[src/rtl/ad7606_sample_scheduler.sv]
// AD7606 conversion scheduler: periodic CONVST, BUSY handshake tracking and read-engine hand-off.
// Optional skipped-tick counter port overrun_cnt is enabled by defining AD7606_SCHED_OVERRUN_CNT_EN.
module ad7606_sample_scheduler #(
  parameter int unsigned CLK_FREQUENCY      = 30_000_000,
  parameter int unsigned SAMPLE_RATE_HZ     = 10_000,
  parameter int unsigned CONV_PULSE_TICKS   = 2,
  parameter int unsigned BUSY_TIMEOUT_TICKS = 300
) (
  input  logic        clk,
  input  logic        rst,
  input  logic        enable,
  input  logic        busy,
  input  logic        err_clr,
  input  logic        rd_done,
  output logic        conv,
  output logic        rd_start,
  output logic        sample_valid,
  output logic [15:0] seq,
  output logic        overrun,
  output logic        timeout,
  output logic        active
`ifdef AD7606_SCHED_OVERRUN_CNT_EN
  ,
  output logic [15:0] overrun_cnt
`endif
);

  localparam int unsigned PERIOD = CLK_FREQUENCY / SAMPLE_RATE_HZ;
  localparam int unsigned CW     = $clog2(PERIOD);
  localparam int unsigned PW     = (CONV_PULSE_TICKS > 1) ? $clog2(CONV_PULSE_TICKS) : 1;
  localparam int unsigned TW     = $clog2(BUSY_TIMEOUT_TICKS + 1);

  localparam logic [CW-1:0] CNT_LAST   = CW'(PERIOD - 1);
  localparam logic [PW-1:0] PULSE_LAST = PW'(CONV_PULSE_TICKS - 1);
  localparam logic [TW-1:0] TIMER_LAST = TW'(BUSY_TIMEOUT_TICKS - 1);

  typedef enum logic [2:0] {
    S_IDLE,
    S_CONV,
    S_WAIT_RISE,
    S_WAIT_FALL,
    S_READ
  } state_t;

  state_t          state;
  state_t          state_n;
  logic [CW-1:0]   cnt;
  logic            tick;
  logic            busy_s1;
  logic            busy_s2;
  logic            busy_d;
  logic            busy_rise;
  logic            busy_fall;
  logic [PW-1:0]   pulse_cnt;
  logic [PW-1:0]   pulse_n;
  logic [TW-1:0]   timer;
  logic [TW-1:0]   timer_n;
  logic            rd_start_n;
  logic            valid_n;
  logic [15:0]     seq_n;
  logic            tmo_set;
  logic            ovr_set;

  assign tick      = enable && (cnt == CNT_LAST);
  assign busy_rise = busy_s2 && !busy_d;
  assign busy_fall = !busy_s2 && busy_d;
  assign ovr_set   = tick && (state != S_IDLE);

  // Held at the wrap value while disabled so enabling fires a tick at once.
  always_ff @(posedge clk) begin
    if (rst || !enable) begin
      cnt <= CNT_LAST;
    end else if (cnt == CNT_LAST) begin
      cnt <= '0;
    end else begin
      cnt <= cnt + 1'b1;
    end
  end

  always_ff @(posedge clk) begin
    if (rst) begin
      busy_s1 <= 1'b0;
      busy_s2 <= 1'b0;
      busy_d  <= 1'b0;
    end else begin
      busy_s1 <= busy;
      busy_s2 <= busy_s1;
      busy_d  <= busy_s2;
    end
  end

  always_comb begin
    state_n    = state;
    pulse_n    = pulse_cnt;
    timer_n    = (timer >= TIMER_LAST) ? timer : timer + 1'b1;
    rd_start_n = 1'b0;
    valid_n    = 1'b0;
    seq_n      = seq;
    tmo_set    = 1'b0;
    case (state)
      S_IDLE: begin
        if (tick) begin
          state_n = S_CONV;
          pulse_n = '0;
          timer_n = '0;
        end
      end
      S_CONV: begin
        if (pulse_cnt >= PULSE_LAST) begin
          state_n = S_WAIT_RISE;
        end else begin
          pulse_n = pulse_cnt + 1'b1;
        end
      end
      S_WAIT_RISE: begin
        if (busy_rise) begin
          state_n = S_WAIT_FALL;
          timer_n = '0;
        end else if (timer >= TIMER_LAST) begin
          state_n = S_IDLE;
          tmo_set = 1'b1;
        end
      end
      S_WAIT_FALL: begin
        if (busy_fall) begin
          state_n    = S_READ;
          rd_start_n = 1'b1;
        end else if (timer >= TIMER_LAST) begin
          state_n = S_IDLE;
          tmo_set = 1'b1;
        end
      end
      S_READ: begin
        // rd_done is ignored while the rd_start pulse itself is still high.
        if (rd_done && !rd_start) begin
          state_n = S_IDLE;
          valid_n = 1'b1;
          seq_n   = seq + 16'd1;
        end
      end
      default: state_n = S_IDLE;
    endcase
  end

  always_ff @(posedge clk) begin
    if (rst) begin
      state        <= S_IDLE;
      pulse_cnt    <= '0;
      timer        <= '0;
      conv         <= 1'b0;
      rd_start     <= 1'b0;
      sample_valid <= 1'b0;
      seq          <= '0;
      active       <= 1'b0;
    end else begin
      state        <= state_n;
      pulse_cnt    <= pulse_n;
      timer        <= timer_n;
      conv         <= (state_n == S_CONV);
      rd_start     <= rd_start_n;
      sample_valid <= valid_n;
      seq          <= seq_n;
      active       <= (state_n != S_IDLE);
    end
  end

  always_ff @(posedge clk) begin
    if (rst) begin
      overrun <= 1'b0;
      timeout <= 1'b0;
    end else begin
      if (ovr_set) begin
        overrun <= 1'b1;
      end else if (err_clr) begin
        overrun <= 1'b0;
      end
      if (tmo_set) begin
        timeout <= 1'b1;
      end else if (err_clr) begin
        timeout <= 1'b0;
      end
    end
  end

`ifdef AD7606_SCHED_OVERRUN_CNT_EN
  always_ff @(posedge clk) begin
    if (rst) begin
      overrun_cnt <= '0;
    end else if (ovr_set) begin
      if (overrun_cnt != '1) begin
        overrun_cnt <= overrun_cnt + 16'd1;
      end
    end else if (err_clr) begin
      overrun_cnt <= '0;
    end
  end
`endif

endmodule
[config.mk]
export PLATFORM = sky130hd
export DESIGN_NAME = ad7606_sample_scheduler
export DESIGN_NICKNAME = d
export VERILOG_FILES = /design/src/rtl/ad7606_sample_scheduler.sv
export SDC_FILE = /design/constraint.sdc
export NUM_CORES = 1
export LEC_CHECK = 0
export BUFFER_PORTS_ARGS = -buffer_cell sky130_fd_sc_hd__buf_2
export CAP_MARGIN = 20
export CORE_UTILIZATION = 55
export DETAILED_ROUTE_END_ITERATION = 7
export GPL_TIMING_DRIVEN = 0
export PLACE_DENSITY_LB_ADDON = 0.25
export SLEW_MARGIN = 25
export SYNTH_ARGS = -nofsm -noshare
export SYNTH_HDL_FRONTEND = slang
export SYNTH_SLANG_ARGS = --single-unit
[constraint.sdc]
create_clock -name clk -period 3.5 [get_ports clk]
set_input_delay 0.175 -clock clk [delete_from_list [all_inputs] [get_ports clk]]
set_output_delay 0.175 -clock clk [all_outputs]
set_load 0.05 [all_outputs]
# Word level (Yosys, flattened, before mapping)
# Cells that the tools add are included.
[totals] ff_bits=50 in_bits=6 output_inout_bits=22 wordCells=76
[op_classes] addsub=4 magnitude_cmp=2 n_eq_ne=8 mux=24 n_bitwise=2 n_reduce_logical=21
[op_table] operator="9-bit 2-to-1 mux" n=3
[op_table] operator="3-bit 2-to-1 mux" n=6
[op_table] operator="9-bit case mux with 2 select lines" n=1
[op_table] operator="16-bit by 1-bit adder with 16-bit output, second input constant" n=1
[op_table] operator="3-bit case mux with 5 select lines" n=1
[op_table] operator="12-bit by 1-bit adder with 12-bit output, second input constant" n=1
[op_table] operator="12-bit equality test, second input constant" n=1
[op_table] operator="12-bit 2-to-1 mux" n=1
[op_table] operator="1-bit 2-to-1 mux" n=10
[op_table] operator="9-bit by 1-bit adder with 9-bit output, second input constant" n=1
[op_table] operator="9-bit greater-or-equal comparator, second input constant" n=1
[op_table] operator="3-bit by 1-bit equality test with 1-bit output, second input constant" n=2
[op_table] operator="3-bit by 2-bit equality test with 1-bit output, second input constant" n=2
[op_table] operator="2-bit nonzero test" n=3
[op_table] operator="3-bit nonzero test" n=2
[op_table] operator="2-bit OR reduction" n=3
[op_table] operator="1-bit logical AND" n=5
[op_table] operator="1-bit zero test" n=4
[op_table] operator="2-bit inequality test, second input constant" n=2
[op_table] operator="1-bit case mux with 2 select lines" n=2
[op_table] operator="3-bit equality test, second input constant" n=1
[op_table] operator="3-bit zero test" n=1
[op_table] operator="3-bit AND reduction" n=1
[op_table] operator="1-bit NOT" n=2
[op_table] operator="other kinds (4)" n=4

# Depth between registers and ports, before layout
[logic_depth] word_depth=5 mapped_depth=6 depth_no_buf=5

# Worst setup path before layout
# OpenSTA, ideal clock, no wires.
[synth_path] path_kind="register to register" start="reg seq[3]" end="reg seq[15]" setup_ns=0.071 t_arrival_ns=1.935 required_ns=3.429 slack_ns=1.495 path_stages_with_launch=6 path_buffers=1 synth_period_minus_slack_ns=2.005 path_cell_list="dfxtp_1 and4_1 nand4_1 clkbuf_1 or4_1 a21oi_1"
[synth_between] elab_chain_len=1
[synth_lines] item="start: declaration" line="18" text="output logic [15:0] seq,"
[synth_lines] item="start signal: assignment" line="162" text="seq <= seq_n;"
[synth_lines] item="16-bit by 1-bit adder with 16-bit output" line="138" text="seq_n = seq + 16'd1;"
# Every way passes these cells.
# A chain may end at the register's enable or synchronous reset.

# Worst setup path after layout
[layout_path] start="reg cnt[0]" end="reg overrun"
[layout_between] elab_chain_len=4 elab_cells_between_ends=5 cone_classes="eq/ne (1); mux (1); reduce/logical (3)"
[layout_lines] item="start: declaration" line="47" text="logic [CW-1:0] cnt;"
[layout_lines] item="start signal: assignment" line="76" text="cnt <= cnt + 1'b1;"
[layout_lines] item="12-bit equality test (*)" line="64" text="assign tick = enable && (cnt == CNT_LAST);"
[layout_lines] item="1-bit logical AND (*)" line="64"
[layout_lines] item="1-bit logical AND (*)" line="67" text="assign ovr_set = tick && (state != S_IDLE);"
[layout_lines] item="1-bit 2-to-1 mux / 2-bit nonzero test (equally long branches)"
[layout_lines] item="end signal: assignment" line="169" text="overrun <= 1'b0;"
[layout_lines] item="end signal: assignment" line="173" text="overrun <= 1'b1;"
[layout_lines] item="end signal: assignment" line="175" text="overrun <= 1'b0;"
[layout_lines] item="end: declaration" line="19" text="output logic overrun,"
# Mark *: on every way between the ends. The rest lies on a longest branch, timed or not.

==> results.py <==
metrics = {
    "run_status": {
        "status": "completed",
    },
    "clock_tree": {
        "tritoncts": "done",
        "cts_root_buffer": "clkbuf_8",
        "clock_latency_ns": 0.31,
        "cts_setup_buffers": 0,
        "clk_pin_slew_worst_paths_ns": 0.10,
        "cts_resized": 0,
        "cts_hold_buffers": 0,
        "numCtsBuffers": 5,
        "clock-sinks": 50,
        "cts_buffer_depth": 2,
        "h-tree-depth": 2,
    },
    "global_route": {
        "antenna_found_initial": 0,
        "grt_max_degree": 18,
        "grtUsageTotal": 0.226,
        "grt-ovfl-total": 0,
        "grt_pass1_vias": 1772,
        "grt_pass1_wl_mm": 7.58,
    },
    "placement": {
        "port-buffer-count": 27,
        "post-place-ws_ns": 1.43,
        "place_area_um2": 2520,
        "gp_congestion": 0.811,
        "dp_hpwl_mm": 3.31,
    },
    "sta": {
        "final_max_slew_viol_count": 0,
        "clock_skew_ns": 0.00851,
        "hold_violations": 0,
        "worstMarginPinSlew_ns": 0.785,
        "holdWs_ns": 0.0689,
        "setup_tns_ns": 0,
        "max_slew_margin": 0.473,
        "max_freq_mhz": 480,
        "rsz0062_at_grt": "no",
        "fin_crit_sh": 0.595,
        "fin_ws_ns": 1.42,
        "finalSetupViolCount": 0,
        "period_needed_ns": 2.08,
    },
    "worst_setup_path": {
        "critPathArrivalTime_ns": 2.32,
        "crit_path_start_kind": "flop",
        "critPathKind": "reg2reg",
        "critPathLaunch": "cnt[0]$_SDFF_PP1_",
        "r2r_slack_ns": 1.42,
        "crit_required_ns": 3.74,
        "cp_max_fo": 8,
        "r2r-end": "overrun$_SDFFE_PP0P_",
        "r2r-start": "cnt[0]$_SDFF_PP1_",
        "worst_r2r_path_depth": 5,
        "endpoint_kind": "flop",
    },
    "drt": {
        "viasPerCell": 5.87,
        "drc_errors": 0,
        "ant_nets": 0,
        "wirelength_mm": 4.61,
        "wl_per_cell_um": 13.3,
        "drtPass1Iterations": 4,
        "vias": 2031,
        "drtIter0Drc": 120,
    },
    "min_path": {
        "hold_end": "busy_s1$_SDFF_PP0_",
        "hold_start": "busy",
        "min_path_type": "in2reg",
        "worstHoldPathCells": 2,
    },
    "yosys": {
        "ys.flop_type": "dfxtp_1",
        "synthArstFlopShare": 0,
        "synth_edf_count": 0,
        "synth_cell_types": 44,
        "ys_seq_area_frac": 0.431,
        "syn-num-nets": 270,
        "netlist_area_um2": 2320,
        "yosys_warnings": 0,
        "syn_avg_cell_area_um2": 8.89,
        "ys_seq_elements": 50,
        "syn-instance-count": 261,
    },
    "die": {
        "die_area_um2": 4480,
        "die_w_um": 66.9,
        "fp.coreArea_um2": 4030,
        "dieHeight_um": 66.9,
        "start_util": 0.576,
        "io-pin-count": 28,
        "placementRows": 23,
    },
    "layout": {
        "insertedDiodeCount": 0,
        "finalInstanceArea_um2": 2630,
        "drive_gt1_frac": 0.159,
        "fin_nets": 304,
        "area_growth_pct": 13.5,
    },
    "power_and_ir_drop": {
        "cellLeakagePower_nw": 1.01,
        "cellPowerDensity_nw_per_um2": 474,
        "peakVddDrop_mv": 0.281,
    },
    "job": {
        "drv_cap": 0,
    },
}
-- final cells by class --
type	instances	area, µm²
buffer	10	53.8
clock buffer	5	68.8
multi-input combinational	199	1260
timing repair buffer	27	135
inverter	2	7.51
sequential	50	1000
clock inverter	3	47.5
tap	50	62.6
fill	334	1400
-- flip-flops by register name (all words and copies together), names as in the netlist --
register and count:
seq 16, cnt 12, timer 9, state 3, active 1, busy_d 1
busy_s1 1, busy_s2 1, conv 1, overrun 1, pulse_cnt 1, rd_start 1
sample_valid 1, timeout 1
-- worst max-delay path, cell delays in order (launching register included) --
cell and delay [ns]:
dfxtp_1 0.38, ha_1 0.22, nand3_1 0.18, nor3_1 0.70, o311ai_0 0.32, a21oi_1 0.22
-- through the flow --
stage	std cells	utilization	power (mW)
global route	346	0.654	1.31
floorplan	261	-	0.792
global placement	338	0.625	0.831
CTS	346	0.654	1.26
finish	346	0.654	1.25
detailed placement	338	0.625	0.837
-- kinds of logic after synthesis --
logic type / after synthesis / synth area share
buffers and inverters: 12 / 0.0264
flip-flops: 50 / 0.431
adder cells (fa/ha/maj): 3 / 0.0162
AND/OR/NAND/NOR: 125 / 0.318
XOR/XNOR: 19 / 0.0717
AO/OA/AOI/OAI: 52 / 0.136
-- synthesized netlist by cell type (2+ instances only) --
| cell type | number | area share |
|---|---|---|
| a21boi_0 | 2 | 0.0065 |
| buf_6 | 2 | 0.0097 |
| nor2b_1 | 6 | 0.016 |
| xor2_1 | 15 | 0.057 |
| inv_1 | 2 | 0.0032 |
| and3_1 | 5 | 0.013 |
| and4_1 | 2 | 0.0076 |
| ha_1 | 3 | 0.016 |
| nand4_1 | 14 | 0.038 |
| clkbuf_1 | 7 | 0.011 |
| nor2_1 | 17 | 0.028 |
| nor3_1 | 13 | 0.028 |
| or2_2 | 2 | 0.0054 |
| nand3b_1 | 3 | 0.0097 |
| and2_1 | 6 | 0.016 |
| or3_1 | 7 | 0.019 |
| a21oi_1 | 18 | 0.039 |
| dfxtp_1 | 50 | 0.43 |
| nand2b_1 | 5 | 0.013 |
| o31ai_1 | 5 | 0.016 |
| o21ai_0 | 13 | 0.028 |
| o211ai_1 | 4 | 0.013 |
| xnor2_1 | 4 | 0.015 |
| nand2_1 | 16 | 0.026 |
| nand3_1 | 14 | 0.030 |
| or4_1 | 5 | 0.016 |
| a21o_1 | 2 | 0.0065 |
| o311ai_0 | 3 | 0.011 |
-- cell usage in the layout, fill, tap and decap left out, types with 13 or more instances in the layout --
cell type	n
nand2_1	16
buf_2	28
nor2_1	17
a21oi_1	18
nor3_1	13
nand4_1	14
o21ai_0	13
dfxtp_1	50
nand3_1	14
xor2_1	15
-- worst max-delay path by stage --
stage | endpoint | slack, ns | cells after the start
after floorplan | seq[15]$_SDFFE_PP0P_ | 1.49 | 5
after global placement | timer[0]$_SDFF_PP0_ | 1.40 | 5
after detailed placement | overrun$_SDFFE_PP0P_ | 1.43 | 5
after CTS | overrun$_SDFFE_PP0P_ | 1.38 | 5
after global routing | overrun$_SDFFE_PP0P_ | 1.16 | 5
final | overrun$_SDFFE_PP0P_ | 1.42 | 5
-- per-layer routing --
metal  track usage  vias up  wire length [µm]
met5             0        -                 0
li1              -     1027                 -
met2         0.393       32              2210
met4         0.112        0               104
met1         0.258      963              2150
met3        0.0497        9               140
-- report_power, final --
group          internal (mW)  switching (mW)
registers              0.601          0.0268
logic                 0.0751           0.122
clock network          0.218           0.206
Note: power is estimated with default switching activity, not from simulation.
